`src/rtl/muldiv_unit.sv`:
```
`default_nettype none
// ============================================================================
// Module   : muldiv_unit
// Brief    : Iterative radix-2 multiply / restoring divide for the EX stage.
//            Define MULDIV_SIGNED_EN to honour op_signed (sign-magnitude fixup).
// Revision : 1.0 - initial release
// ============================================================================
module muldiv_unit #(
    parameter int WIDTH = 16
) (
    input  logic             clk,
    input  logic             reset_n,
    input  logic             start,
    input  logic             op,
    input  logic             op_signed,
    input  logic [WIDTH-1:0] a,
    input  logic [WIDTH-1:0] b,
    input  logic             flush,
    output logic             busy,
    output logic             stall,
    output logic             done,
    output logic [WIDTH-1:0] result,
    output logic [WIDTH-1:0] overflow,
    output logic             div_by_zero
);

    localparam int c_cnt_w = $clog2(WIDTH) + 1;

    typedef enum logic [1:0] {
        S_IDLE = 2'd0,
        S_RUN  = 2'd1,
        S_DONE = 2'd2
    } state_t;

    state_t             r_state;
    logic [c_cnt_w-1:0] r_cnt;
    logic               r_op;
    logic [WIDTH-1:0]   r_hi;
    logic [WIDTH-1:0]   r_lo;
    logic [WIDTH-1:0]   r_m;

    logic [WIDTH-1:0]   w_a_mag;
    logic [WIDTH-1:0]   w_b_mag;
    logic [WIDTH-1:0]   w_res_fin;
    logic [WIDTH-1:0]   w_ovf_fin;

    // Multiply: r_lo holds the multiplier, r_m the multiplicand, r_hi the
    // upper accumulator. Divide: r_lo holds dividend bits shifting into the
    // quotient, r_hi the partial remainder, r_m the divisor.
    logic [WIDTH:0]     w_sum;
    logic [WIDTH-1:0]   w_mhi;
    logic [WIDTH-1:0]   w_mlo;
    logic [WIDTH:0]     w_shift;
    logic               w_ge;
    logic [WIDTH-1:0]   w_diff;
    logic [WIDTH-1:0]   w_dhi;
    logic [WIDTH-1:0]   w_dlo;
    logic [WIDTH-1:0]   w_hi_nxt;
    logic [WIDTH-1:0]   w_lo_nxt;

    assign w_sum   = r_lo[0] ? ({1'b0, r_hi} + {1'b0, r_m}) : {1'b0, r_hi};
    assign w_mhi   = w_sum[WIDTH:1];
    assign w_mlo   = {w_sum[0], r_lo[WIDTH-1:1]};

    // Remainder stays below the divisor, so the subtraction fits in WIDTH bits
    assign w_shift = {r_hi, r_lo[WIDTH-1]};
    assign w_ge    = (w_shift >= {1'b0, r_m});
    assign w_diff  = w_shift[WIDTH-1:0] - r_m;
    assign w_dhi   = w_ge ? w_diff : w_shift[WIDTH-1:0];
    assign w_dlo   = {r_lo[WIDTH-2:0], w_ge};

    assign w_hi_nxt = r_op ? w_dhi : w_mhi;
    assign w_lo_nxt = r_op ? w_dlo : w_mlo;

`ifdef MULDIV_SIGNED_EN
    logic               w_a_neg;
    logic               w_b_neg;
    logic               r_neg_q;
    logic               r_neg_r;
    logic [2*WIDTH-1:0] w_prod;

    assign w_a_neg = op_signed & a[WIDTH-1];
    assign w_b_neg = op_signed & b[WIDTH-1];
    assign w_a_mag = w_a_neg ? (~a + WIDTH'(1)) : a;
    assign w_b_mag = w_b_neg ? (~b + WIDTH'(1)) : b;

    always_comb begin
        w_prod    = {w_hi_nxt, w_lo_nxt};
        w_res_fin = w_lo_nxt;
        w_ovf_fin = w_hi_nxt;
        if (r_op) begin
            if (r_neg_q) w_res_fin = ~w_lo_nxt + WIDTH'(1);
            if (r_neg_r) w_ovf_fin = ~w_hi_nxt + WIDTH'(1);
        end else if (r_neg_q) begin
            w_prod    = ~{w_hi_nxt, w_lo_nxt} + (2*WIDTH)'(1);
            w_res_fin = w_prod[WIDTH-1:0];
            w_ovf_fin = w_prod[2*WIDTH-1:WIDTH];
        end
    end
`else
    logic w_unused_op_signed;

    assign w_unused_op_signed = op_signed;
    assign w_a_mag   = a;
    assign w_b_mag   = b;
    assign w_res_fin = w_lo_nxt;
    assign w_ovf_fin = w_hi_nxt;
`endif

    assign stall = (r_state == S_RUN) | ((r_state == S_IDLE) & start & ~flush);

    always_ff @(posedge clk or negedge reset_n) begin
        if (!reset_n) begin
            r_state     <= S_IDLE;
            r_cnt       <= '0;
            r_op        <= 1'b0;
            r_hi        <= '0;
            r_lo        <= '0;
            r_m         <= '0;
            busy        <= 1'b0;
            done        <= 1'b0;
            result      <= '0;
            overflow    <= '0;
            div_by_zero <= 1'b0;
`ifdef MULDIV_SIGNED_EN
            r_neg_q     <= 1'b0;
            r_neg_r     <= 1'b0;
`endif
        end else if (flush) begin
            r_state <= S_IDLE;
            r_cnt   <= '0;
            busy    <= 1'b0;
            done    <= 1'b0;
        end else begin
            case (r_state)
                S_IDLE: begin
                    if (start) begin
                        r_op <= op;
                        r_hi <= '0;
                        r_lo <= op ? w_a_mag : w_b_mag;
                        r_m  <= op ? w_b_mag : w_a_mag;
`ifdef MULDIV_SIGNED_EN
                        r_neg_q <= w_a_neg ^ w_b_neg;
                        r_neg_r <= w_a_neg;
`endif
                        if (op && (b == '0)) begin
                            result      <= '1;
                            overflow    <= a;
                            div_by_zero <= 1'b1;
                            done        <= 1'b1;
                            r_state     <= S_DONE;
                        end else begin
                            div_by_zero <= 1'b0;
                            r_cnt       <= c_cnt_w'(WIDTH);
                            busy        <= 1'b1;
                            r_state     <= S_RUN;
                        end
                    end
                end
                S_RUN: begin
                    r_hi  <= w_hi_nxt;
                    r_lo  <= w_lo_nxt;
                    r_cnt <= r_cnt - c_cnt_w'(1);
                    if (r_cnt == c_cnt_w'(1)) begin
                        result   <= w_res_fin;
                        overflow <= w_ovf_fin;
                        busy     <= 1'b0;
                        done     <= 1'b1;
                        r_state  <= S_DONE;
                    end
                end
                S_DONE: begin
                    // A still-high start must not relaunch the retiring op
                    done    <= 1'b0;
                    r_state <= S_IDLE;
                end
                default: begin
                    busy    <= 1'b0;
                    done    <= 1'b0;
                    r_state <= S_IDLE;
                end
            endcase
        end
    end

endmodule
`default_nettype wire

```
`config.mk`:
```
export PLATFORM = sky130hd
export DESIGN_NAME = muldiv_unit
export DESIGN_NICKNAME = d
export VERILOG_FILES = /design/src/rtl/muldiv_unit.sv
export SDC_FILE = /design/constraint.sdc
export NUM_CORES = 1
export LEC_CHECK = 0
export BUFFER_PORTS_ARGS = -buffer_cell sky130_fd_sc_hd__clkbuf_2
export CAP_MARGIN = 15
export CORE_MARGIN = 4
export CORE_UTILIZATION = 60
export DETAILED_ROUTE_END_ITERATION = 16
export GPL_TIMING_DRIVEN = 0
export PLACE_DENSITY_LB_ADDON = 0.12
export SYNTH_ARGS = -nofsm -noshare
export SYNTH_HDL_FRONTEND = slang
export SYNTH_SLANG_ARGS = --single-unit
```
`constraint.sdc`:
```
create_clock -name clk -period 3.9 [get_ports clk]
set_input_delay 0.78 -clock clk [delete_from_list [all_inputs] [get_ports clk]]
set_output_delay 0.78 -clock clk [all_outputs]
set_load 0.02 [all_outputs]
```
==> results.tsv <==
stage	metric	value	unit
die	Die Wd	113.8	µm
setup_path	Critical Path End Type	flop	
sta	clock period minus worst slack	3.324	ns
hold_path	Hold WC Path Type	input port to asynchronous set/reset pin	
sta	setup total negative slack	0	ns
setup_path	critical path class	flop to flop	
logic_synthesis	largest cells by area after synthesis	dfrtp_1, ha_1, mux2i_1	
die	Core ar.	10890	µm²
clock_network	postcts setup bufs	0	
drt	Initial DRT Pass Iterations	5	
logic_synthesis	Async SR Flop Fraction	1.000	
logic_synthesis	flops & latches, synth	91	
die	Initial Util	0.6165	
sta	Final setup viols	0	
clock_network	H-tree Lvls	3	
global_route	total track usage	0.3260	
sta	Tcrit/Tclk final	0.8523	
logic_synthesis	Post-Synth Adder-Cell Area	0.06934	
layout	Nets	935	
drt	DR iter-0 viols	705	
logic_synthesis	Post-Syn Area	6713	µm²
sta	worst slew pin tran	0.8284	ns
placed_design	Setup Slack @ Placement	0.6165	ns
drt	via count	6705	
clock_network	TritonCTS Buffers	9	
power_and_ir_drop	Leakage	0.003517	µW
outcome	status	complete, no violations	
power_and_ir_drop	VDD IR max	0.0003742	V
logic_synthesis	Ys Warns	0	
clock_network	Hold Buf Count CTS	0	
global_route	initial antenna violation count	0	
global_route	largest net degree at the start of global routing	56	
placed_design	GPL Wtd Cong	0.9365	
logic_synthesis	Gate Count Post-Synth	777	
clock_network	PostCTS Resize Cnt	0	
logic_synthesis	largest family of logic cells by synthesized area	compound AO/OA/AOI/OAI gates	
clock_network	CTS tree	built	
clock_network	Worst-Skew Late Latency	0.37	ns
setup_path	WP data required	4.16	ns
sta	Max Clk Rate	300.9	MHz
logic_synthesis	Synth Area in Simple Gates	0.1754	
setup_path	Critical Path Start Type	flop	
logic_synthesis	Syn Area/Cell	8.639	µm²
logic_synthesis	post-synthesis compound-gate area fraction	0.2600	
logic_synthesis	XOR/XNOR share of the synthesized area	0.02088	
global_route	total grt overflow	0	
placed_design	post-DP HPWL	16470	µm
logic_synthesis	post-synth net total	851	
logic_synthesis	prevailing post-synth register cell	dfrtp_1	
drt	Post-route DRC	0	
setup_path	Worst Path Arrival	3.58	ns
clock_network	Clock Sink Count	91	
drt	Routed Antenna Nets	0	
layout	Ant. Diodes	0	
logic_synthesis	post-synthesis sequential area ratio	0.3392	
power_and_ir_drop	pwr/cell area	586.2	nW/µm²
job	max_cap viols	0	
die	Die Y	113.8	µm
clock_network	CTS clk-pin slew, worst paths	0.09	ns
sta	slew margin rel.	0.4477	
sta	Pins Over Slew Limit	0	
global_route	vias in the first global route	6349	
sta	skew final	0.009614	ns
clock_network	Root Driver	clkbuf_8	
die	num rows	38	
logic_synthesis	Post-synth top cells	nand2_1, dfrtp_1, a21oi_1, nor2_1, o21ai_0	
setup_path	worst-path maximum fanout	5	
die	IO Pins	74	
logic_synthesis	most instantiated library cell after synthesis	nand2_1	
global_route	first-pass GRT wire length	33110	µm
drt	DRT Wirelength	21280	µm
layout	layout cells sized above 1	0.1642	
logic_synthesis	top cell type by total area after synthesis	dfrtp_1	
sta	RSZ-0062 raised after global routing	false	
drt	Via density	6.672	
sta	final hold violations	0	
clock_network	clk buf depth	2	
logic_synthesis	post-synth cell types	81	
drt	WL/cell	21.17	µm
layout	Area Growth Syn to Fin	11.07	%
die	die area	12940	µm²
logic_synthesis	EDFF count, synth	0	
placed_design	port bufs	72	
logic_synthesis	area fraction of the dominant cell type after synthesis	0.3392	
sta	setup ws final	0.5762	ns
logic_synthesis	mux share of post-synthesis cell area	0.09245	
## placed cells by master (no fill, tap or decap), types with 11 or more instances in the layout
cell type,netlist,routed
clkbuf_8,0,11
ha_1,34,34
clkbuf_2,0,71
nand3_1,12,12
nor2_1,62,62
o31ai_1,25,25
mux2_2,20,20
a21oi_1,64,64
a211oi_1,18,18
mux2i_1,38,38
clkbuf_1,27,27
inv_1,31,31
o21ai_0,62,62
a21o_1,13,13
nor2b_1,16,16
dfrtp_1,91,91
nand2_1,99,99
## cells by family (layout without fill, tap and decap cells)
| family | after synthesis | count (layout) |
|---|---|---|
| XOR/XNOR | 16 | 16 |
| adder cells (fa/ha/maj) | 36 | 36 |
| AND/OR/NAND/NOR | 248 | 248 |
| buffers and inverters | 71 | 159 |
| flip-flops | 91 | 91 |
| multiplexers | 59 | 59 |
| AO/OA/AOI/OAI | 256 | 256 |
## through the flow
step	util	cells	power [µW]	instance area [µm²]	hold WS, ns
global route	0.6848	1005	4648	7456	0.4441
CTS	0.6848	1005	4330	7456	0.4233
floorplan	-	777	3046	6713	0.4625
finish	0.6848	1005	4371	7456	0.4044
global placement	0.6657	989	3661	7248	0.4688
detailed placement	0.6685	990	3734	7278	0.4741
## metal layers
layer / vias up / part of all wire / GRT usage
met5: - / 0 / 0
met4: 0 / 0.048 / 0.1291
met3: 82 / 0.090 / 0.06578
met2: 368 / 0.44 / 0.5018
met1: 3238 / 0.42 / 0.4539
li1: 3017 / - / -
## cell type report
class | instances | area, µm²
clock buffer | 11 | 151.4
multi-input combinational | 615 | 4149
fill | 917 | 3432
buffer | 39 | 166.4
inverter | 32 | 120.1
timing repair buffer | 73 | 390.4
clock inverter | 4 | 26.28
sequential | 91 | 2277
tap | 140 | 175.2
## power by group
group          total (µW)  switching (µW)  internal [µW]
Clock                 600             338            262
Combinational        2310            1430            884
Sequential           1460             256           1200
Total                4370            2020           2350
## worst max-delay path: stages, from the launching register on
cell	delay (ns)
dfrtp_1	0.38
inv_1	0.21
ha_1	0.22
inv_1	0.05
fa_1	0.40
a21o_1	0.23
a31o_1	0.24
a311oi_2	0.53
or4b_2	0.23
nand4_1	0.10
a221o_1	0.37
a32o_1	0.25
## registers in the layout (all words and copies together), names as in the netlist
register and flops:
busy 1, r_cnt 5, r_op 1, overflow 16
r_m 16, r_state 2, result 16, done 1
div_by_zero 1, r_lo 16, r_hi 16
## worst paths after layout
kind                                 from         to  slack, ns  cells past startpoint
worst min-delay path              reset_n   r_hi[12]       0.40                      1
min in group clk                result[2]  result[2]       0.49                      2
worst max-delay path             r_lo[15]   r_hi[14]       0.58                     11
worst max register to register   r_lo[15]   r_hi[14]       0.58                     11
worst min register to register  result[2]  result[2]       0.49                      2
max in group asynchronous         reset_n       busy       2.82                      2
Note: power is estimated with default switching activity, not from simulation.
